`config.mk`:
```
export PLATFORM = sky130hd
export DESIGN_NAME = pipe_generator_flat
export DESIGN_NICKNAME = d
export VERILOG_FILES = /design/src/rtl/flappy_pkg.sv /design/src/rtl/pipe_generator_if.sv /design/src/rtl/pipe_generator_lfsr8.sv /design/src/rtl/pipe_generator.sv /design/src/flat_wrapper.sv
export SDC_FILE = /design/constraint.sdc
export NUM_CORES = 1
export LEC_CHECK = 0
export CELL_PAD_IN_SITES_DETAIL_PLACEMENT = 1
export CELL_PAD_IN_SITES_GLOBAL_PLACEMENT = 1
export CORE_ASPECT_RATIO = 1.75
export CORE_UTILIZATION = 25
export CTS_CLUSTER_SIZE = 30
export DETAILED_ROUTE_END_ITERATION = 8
export GPL_TIMING_DRIVEN = 0
export PLACE_DENSITY = 0.61
export SLEW_MARGIN = 20
export SYNTH_ARGS = -nofsm -noshare
export SYNTH_HDL_FRONTEND = slang
export SYNTH_HIERARCHICAL = 1
export SYNTH_SLANG_ARGS = --single-unit
```
`constraint.sdc`:
```
create_clock -name clk -period 6.44 [get_ports clk]
set_input_delay 1.288 -clock clk [delete_from_list [all_inputs] [get_ports clk]]
set_output_delay 1.288 -clock clk [all_outputs]
set_load 0.03 [all_outputs]
```
`src/rtl/flappy_pkg.sv`:
```
// Shared types and constants for the flappy LED-field pipeline.
//   column_t      : one 16-row column, bit i = row i, row 0 = top, 1 = lit
//   pipe_state_e  : pipe generator FSM states
//   LFSR_TAPS     : feedback tap mask for the 8-bit Fibonacci LFSR (bits 7,5,4,3)
//   pipe_mask()   : solid column with a zeroed opening of gap_h rows at top
package flappy_pkg;

    localparam int unsigned ROWS = 16;
    localparam int unsigned COLS = 16;

    typedef logic [15:0] column_t;

    typedef enum logic {
        S_SPACE,
        S_PIPE
    } pipe_state_e;

    localparam logic [7:0] LFSR_TAPS = 8'hB8;

    function automatic column_t pipe_mask(input logic [3:0] top, input int unsigned gap_h);
        column_t m;
        m = '1;
        for (int unsigned i = 0; i < ROWS; i++) begin
            if ((i >= int'(top)) && (i < int'(top) + gap_h)) begin
                m[i] = 1'b0;
            end
        end
        return m;
    endfunction

endpackage

```
`src/rtl/pipe_generator_if.sv`:
```
// Handshake bundle between the game-speed logic, the pipe generator and
// shifterRight.
//   clkP      : one-clk game-speed tick
//   gameover  : level, freezes generation while high
//   newPipe   : column to be inserted on the next accepted tick
//   pipeStart : one-clk pulse when newPipe becomes the first column of a pipe
//   lfsrOut   : current LFSR state
// master drives clkP/gameover, slave (the generator) drives the rest.
interface pipe_generator_if;
    import flappy_pkg::*;

    logic        clkP;
    logic        gameover;
    column_t     newPipe;
    logic        pipeStart;
    logic [7:0]  lfsrOut;

    modport master (
        output clkP,
        output gameover,
        input  newPipe,
        input  pipeStart,
        input  lfsrOut
    );

    modport slave (
        input  clkP,
        input  gameover,
        output newPipe,
        output pipeStart,
        output lfsrOut
    );

endinterface

```
`src/rtl/pipe_generator_lfsr8.sv`:
```
// 8-bit Fibonacci LFSR, shifting left by one on each enabled clock.
//   clk   : system clock
//   reset : synchronous active-high, loads SEED
//   en    : advance enable
//   q     : current state
module lfsr8
    import flappy_pkg::*;
#(
    parameter logic [7:0] SEED = 8'hA5
) (
    input  logic       clk,
    input  logic       reset,
    input  logic       en,
    output logic [7:0] q
);

    logic [7:0] r_q;

    always_ff @(posedge clk) begin
        if (reset) begin
            r_q <= SEED;
        end else if (en) begin
            r_q <= {r_q[6:0], ^(r_q & LFSR_TAPS)};
        end
    end

    assign q = r_q;

endmodule

```
`src/rtl/pipe_generator.sv`:
```
// Pipe column generator feeding shifterRight. Emits PIPE_W-wide pipes with a
// GAP_H-row opening at an LFSR-chosen height, separated by SPACE_W empty
// columns. newPipe always holds the column to be consumed on the next tick.
//   clk   : system clock
//   reset : synchronous active-high
//   bus   : pipe_generator_if slave (clkP, gameover in; newPipe, pipeStart,
//           lfsrOut out)
module pipe_generator
    import flappy_pkg::*;
#(
    parameter int unsigned GAP_H   = 4,
    parameter int unsigned PIPE_W  = 2,
    parameter int unsigned SPACE_W = 4,
    parameter int unsigned MARGIN  = 1,
    parameter logic [7:0]  SEED    = 8'hA5
) (
    input  logic clk,
    input  logic reset,
    pipe_generator_if.slave bus
);

    localparam int unsigned RANGE   = ROWS - GAP_H - 2 * MARGIN + 1;
    localparam int unsigned CNT_MAX = (PIPE_W > SPACE_W) ? PIPE_W : SPACE_W;
    localparam int unsigned CNT_W   = $clog2(CNT_MAX + 1);

    localparam logic [CNT_W-1:0] SPACE_LAST = CNT_W'(SPACE_W - 1);
    localparam logic [CNT_W-1:0] PIPE_LAST  = CNT_W'(PIPE_W - 1);

    logic             w_tick;
    logic [7:0]       w_lfsr;
    logic [4:0]       w_nib;
    logic [3:0]       w_r;
    logic [3:0]       w_gap_new;

    pipe_state_e      r_state;
    logic [CNT_W-1:0] r_cnt;
    logic [3:0]       r_gapTop;
    column_t          r_newPipe;
    logic             r_pipeStart;

    assign w_tick = bus.clkP & ~bus.gameover;

    lfsr8 #(.SEED(SEED)) u_lfsr (
        .clk   (clk),
        .reset (reset),
        .en    (w_tick),
        .q     (w_lfsr)
    );

    // Fold the low nibble into [0, RANGE); one subtraction suffices since
    // RANGE >= 8. Taken from the pre-shift LFSR value.
    assign w_nib     = {1'b0, w_lfsr[3:0]};
    assign w_r       = (w_nib >= 5'(RANGE)) ? 4'(w_nib - 5'(RANGE)) : w_nib[3:0];
    assign w_gap_new = 4'(MARGIN) + w_r;

    always_ff @(posedge clk) begin
        if (reset) begin
            r_state     <= S_SPACE;
            r_cnt       <= '0;
            r_gapTop    <= 4'(MARGIN);
            r_newPipe   <= '0;
            r_pipeStart <= 1'b0;
        end else begin
            r_pipeStart <= 1'b0;
            if (w_tick) begin
                case (r_state)
                    S_SPACE: begin
                        if (r_cnt == SPACE_LAST) begin
                            r_state     <= S_PIPE;
                            r_cnt       <= '0;
                            r_gapTop    <= w_gap_new;
                            r_newPipe   <= pipe_mask(w_gap_new, GAP_H);
                            r_pipeStart <= 1'b1;
                        end else begin
                            r_cnt     <= r_cnt + 1'b1;
                            r_newPipe <= '0;
                        end
                    end
                    S_PIPE: begin
                        if (r_cnt == PIPE_LAST) begin
                            r_state   <= S_SPACE;
                            r_cnt     <= '0;
                            r_newPipe <= '0;
                        end else begin
                            r_cnt     <= r_cnt + 1'b1;
                            r_newPipe <= pipe_mask(r_gapTop, GAP_H);
                        end
                    end
                    default: begin
                        r_state   <= S_SPACE;
                        r_cnt     <= '0;
                        r_newPipe <= '0;
                    end
                endcase
            end
        end
    end

    assign bus.newPipe   = r_newPipe;
    assign bus.pipeStart = r_pipeStart;
    assign bus.lfsrOut   = w_lfsr;

endmodule

```
`src/flat_wrapper.sv`:
```
// flat-port wrapper written by rule: the top's interface ports become plain ports
module pipe_generator_flat import flappy_pkg::*;
#(
    parameter int unsigned GAP_H   = 4,
    parameter int unsigned PIPE_W  = 2,
    parameter int unsigned SPACE_W = 4,
    parameter int unsigned MARGIN  = 1,
    parameter logic [7:0]  SEED    = 8'hA5
)
  (clk, reset, bus_clkP, bus_gameover, bus_newPipe, bus_pipeStart, bus_lfsrOut);
  pipe_generator_if bus_i ();
  input  logic clk;
  input  logic reset;
  input wire logic [$bits(bus_i.clkP)-1:0] bus_clkP;
  input wire logic [$bits(bus_i.gameover)-1:0] bus_gameover;
  output wire logic [$bits(bus_i.newPipe)-1:0] bus_newPipe;
  output wire logic [$bits(bus_i.pipeStart)-1:0] bus_pipeStart;
  output wire logic [$bits(bus_i.lfsrOut)-1:0] bus_lfsrOut;
  assign bus_i.clkP = bus_clkP;
  assign bus_i.gameover = bus_gameover;
  assign bus_newPipe = bus_i.newPipe;
  assign bus_pipeStart = bus_i.pipeStart;
  assign bus_lfsrOut = bus_i.lfsrOut;
  pipe_generator #(.GAP_H(GAP_H), .PIPE_W(PIPE_W), .SPACE_W(SPACE_W), .MARGIN(MARGIN), .SEED(SEED)) u_core (.clk(clk), .reset(reset), .bus(bus_i));
endmodule
```
==> run_results.csv <==
group,metric,value,unit
floorplan,ios,29,
worst_setup_path,cp_max_fo,8,
timing,setup-violations-final,0,
final_layout,layout-drive-gt1-share,0.0752,
placed_design,dpl.cell_count,413,
drt,routed_wl,7210,um
final_layout,layout.core_utilization,0.332,
worst_setup_path,worst_ep_arrival_time,3670,ps
clock_tree,cts.repair.resized,0,
worst_setup_path,critical-path-max-stage-delay,480,ps
synth,netlist_area_before_placement,2200,sq um
status,status,"complete, no violations",
drt,vias_per_cell,5.05,
timing,slew_at_the_pin_closest_to_its_max_slew_limit,613,ps
synth,mappedNetlistNets,297,
timing,time_the_final_worst_path_needs_with_i_o_delays_and_setup,3480,ps
global_routing,grtUsageTotal,0.172,
synth,postSynthCellCount,270,
floorplan,die_w,72.8,um
synth,synth.distinct_cells,47,
worst_setup_path,critical_path.slowest_cell,"sky130_fd_sc_hd__xnor2_1",
timing,worst_slew_margin_rel,0.591,
synth,post_synthesis_mean_instance_area,8.13,sq um
worst_setup_path,setup.worst_path.end_class,"flop",
worst_setup_path,worst_r2r_path_depth,11,
synth,synth.cells.most_frequent,"sky130_fd_sc_hd__dfxtp_1 (33), sky130_fd_sc_hd__nor2_1 (31), sky130_fd_sc_hd__a21oi_1 (23), sky130_fd_sc_hd__ha_1 (23)",
global_routing,grt_overflow_total,0,
clock_tree,cts_hold_buf,0,
drt,drt_pre_antenna_iters,5,
timing,finalHoldViolCount,0,
clock_tree,cts_made_buffers,5,
placed_design,place.port_buffers,28,
floorplan,fp.dieH,126,um
synth,top_cell_type_by_total_area_after_synthesis,"sky130_fd_sc_hd__dfxtp_1",
timing,fin_setup_tns,0,ps
clock_tree,cts_root_buffer,"sky130_fd_sc_hd__clkbuf_16",
clock_tree,cts_num_sinks,33,
floorplan,initial_core_util,0.261,
drt,vias,2127,
synth,post-synth-top-count-cell,"sky130_fd_sc_hd__dfxtp_1",
synth,synth-seq-area-share,0.301,
floorplan,die-area,9180,sq um
worst_setup_path,cp_data_required_time,6630,ps
clock_tree,h-tree-depth,2,
floorplan,rows,44,
synth,synth_area_leaders,"sky130_fd_sc_hd__dfxtp_1 (30%), sky130_fd_sc_hd__ha_1 (13%), sky130_fd_sc_hd__nor2_1 (5.3%)",
power,finalPower,0.650,mW
worst_setup_path,critical_path.most_common_cell,"sky130_fd_sc_hd__ha_1",
synth,dominantRegCellSynth,"sky130_fd_sc_hd__dfxtp_1",
worst_setup_path,worst-r2r-setup-slack,2960,ps
synth,ys_ff_latch,33,
global_routing,grt_pass1_vias,2327,
drt,initialDrtViolationCount,90,
clock_tree,max-clock-path-buffers,2,
timing,finClkSkew,5.14,ps
timing,final_period_util,0.540,
clock_tree,tritoncts,"built",
synth,synth-edff-count,0,
power,power_leakage,1.04,nW
worst_hold_path,holdPathStages,2,
final_layout,final_net_count,332,
placed_design,gp_congestion,0.861,
drt,drcViolationCount,0,
final_layout,finalNonFillerCells,421,
power,vdd_ir_drop_max,0.124,mV
clock_tree,path_clk_slew,50,ps
power,power_density,233,nW/um^2
run,maxCapViolations,0,
clock_tree,post_cts.repair.setup_buffers,0,
timing,fin_worst_hold_slack,493,ps
worst_setup_path,critical_path_class,"reg2reg",
timing,fmax,0.288,GHz
timing,setup_repair_after_global_routing_missed_its_margin,"false",
worst_setup_path,path_cells,"ha_1 > o21ai_1 > xnor2_1 > ha_1 > xor2_2 > inv_1 > ha_1 > clkbuf_1 > o21ai_0 > a32oi_1 > a211oi_1",
placed_design,dp_hpwl,5510,um
final_layout,antennaDiodeCount,0,
clock_tree,clock_insertion_delay_worst_skew,280,ps
global_routing,antenna_found_initial,0,
final_layout,area_delta_synth_final,27.2,%
timing,timing.final.max_slew_violations,0,
worst_setup_path,cp-start-kind,"flop",
global_routing,maximum_number_of_pins_on_one_net_before_global_route_repair,13,
synth,proportion_of_netlist_area_held_by_the_largest_area_contributor,0.301,
drt,route.detailed.wl_per_inst,17.1,um
synth,async_set_or_reset_flop_fraction_in_the_synthesized_netlist,0,
synth,yosys_warning_count,6,
worst_hold_path,hold_class,"reg2reg",
floorplan,floorplan.core_area,8420,sq um
global_routing,grt_first_pass_wirelength,12000,um
drt,ant_nets,0,
[layout make-up]
class	instances	area, sq um
plain buffers	15	63.8
inverters	19	71.3
flip-flops and latches	33	661
fillers	1022	5630
repair buffers	28	280
well taps	115	144
clock inverters	1	30.0
clock buffers	7	143
multi-input cells	203	1400
[cell families after synthesis]
| logic type | count (synthesis) | synth area share |
|---|---|---|
| buffers and inverters | 34 | 0.0615 |
| adder cells (fa/ha/maj) | 23 | 0.131 |
| XOR/XNOR | 6 | 0.0274 |
| AO/OA/AOI/OAI | 91 | 0.285 |
| multiplexers | 8 | 0.0370 |
| flip-flops | 33 | 0.301 |
| AND/OR/NAND/NOR | 75 | 0.157 |
[final timing paths]
| path | start | to |
|---|---|---|
| worst max-delay path | u_core/u_lfsr/q[1]$_SDFFE_PP0P_ | u_core/bus.newPipe[6]$_SDFFE_PP0P_ |
| worst min-delay path | u_core/bus.newPipe[0]$_SDFFE_PP0P_ | u_core/bus.newPipe[0]$_SDFFE_PP0P_ |
| worst max register to register | u_core/u_lfsr/q[1]$_SDFFE_PP0P_ | u_core/bus.newPipe[6]$_SDFFE_PP0P_ |
| worst min register to register | u_core/bus.newPipe[0]$_SDFFE_PP0P_ | u_core/bus.newPipe[0]$_SDFFE_PP0P_ |
[registers in the layout (all words and copies together), names as in the netlist]
signal and cells:
u_core/r_cnt 3, u_core/r_gapTop 4, u_core/u_lfsr/q 8, u_core/bus.pipeStart 1, u_core/bus.newPipe 16, u_core/r_state 1
[stage by stage]
stage	area, sq um	setup WS, ps
2_1_floorplan	2200	3310
3_3_place_gp	2620	2990
3_5_place_dp	2620	2920
4_1_cts	2790	2900
5_1_grt	2790	2500
6_report	2790	2960
[placed cells by master, fill, tap and decap left out, types with 7 or more instances in the layout]
| master | instances |
|---|---|
| sky130_fd_sc_hd__clkdlybuf4s50_1 | 28 |
| sky130_fd_sc_hd__nand2b_1 | 7 |
| sky130_fd_sc_hd__nor3_1 | 8 |
| sky130_fd_sc_hd__nor2_1 | 31 |
| sky130_fd_sc_hd__inv_1 | 16 |
| sky130_fd_sc_hd__clkbuf_1 | 9 |
| sky130_fd_sc_hd__a21oi_1 | 23 |
| sky130_fd_sc_hd__dfxtp_1 | 33 |
| sky130_fd_sc_hd__o21ai_0 | 16 |
| sky130_fd_sc_hd__ha_1 | 23 |
| sky130_fd_sc_hd__nand2_1 | 14 |
| sky130_fd_sc_hd__mux2i_1 | 7 |
[routing by layer]
metal | vias up | routed length (um) | track usage
met3 | 17 | 193 | 0.0264
met1 | 1040 | 2670 | 0.174
met4 | 0 | 290 | 0.0923
li1 | 1029 | - | -
met5 | - | 0 | 0
met2 | 41 | 4060 | 0.325
[where the power goes]
group | switching [mW] | internal [mW] | leakage, nW
sequential | 0.0108 | 0.214 | 0.270
combinational | 0.0872 | 0.0529 | 0.688
clock | 0.0917 | 0.193 | 0.0841
total | 0.190 | 0.461 | 1.04
[critical path: cells and delay by family (launching register included)]
kind,cells,cell delay [ps]
xor+xnor,2,840
buf+inv,2,340
fa+ha+maj,3,930
compound gates,4,800
flops,1,470
Power figures use the tool's default switching activity.
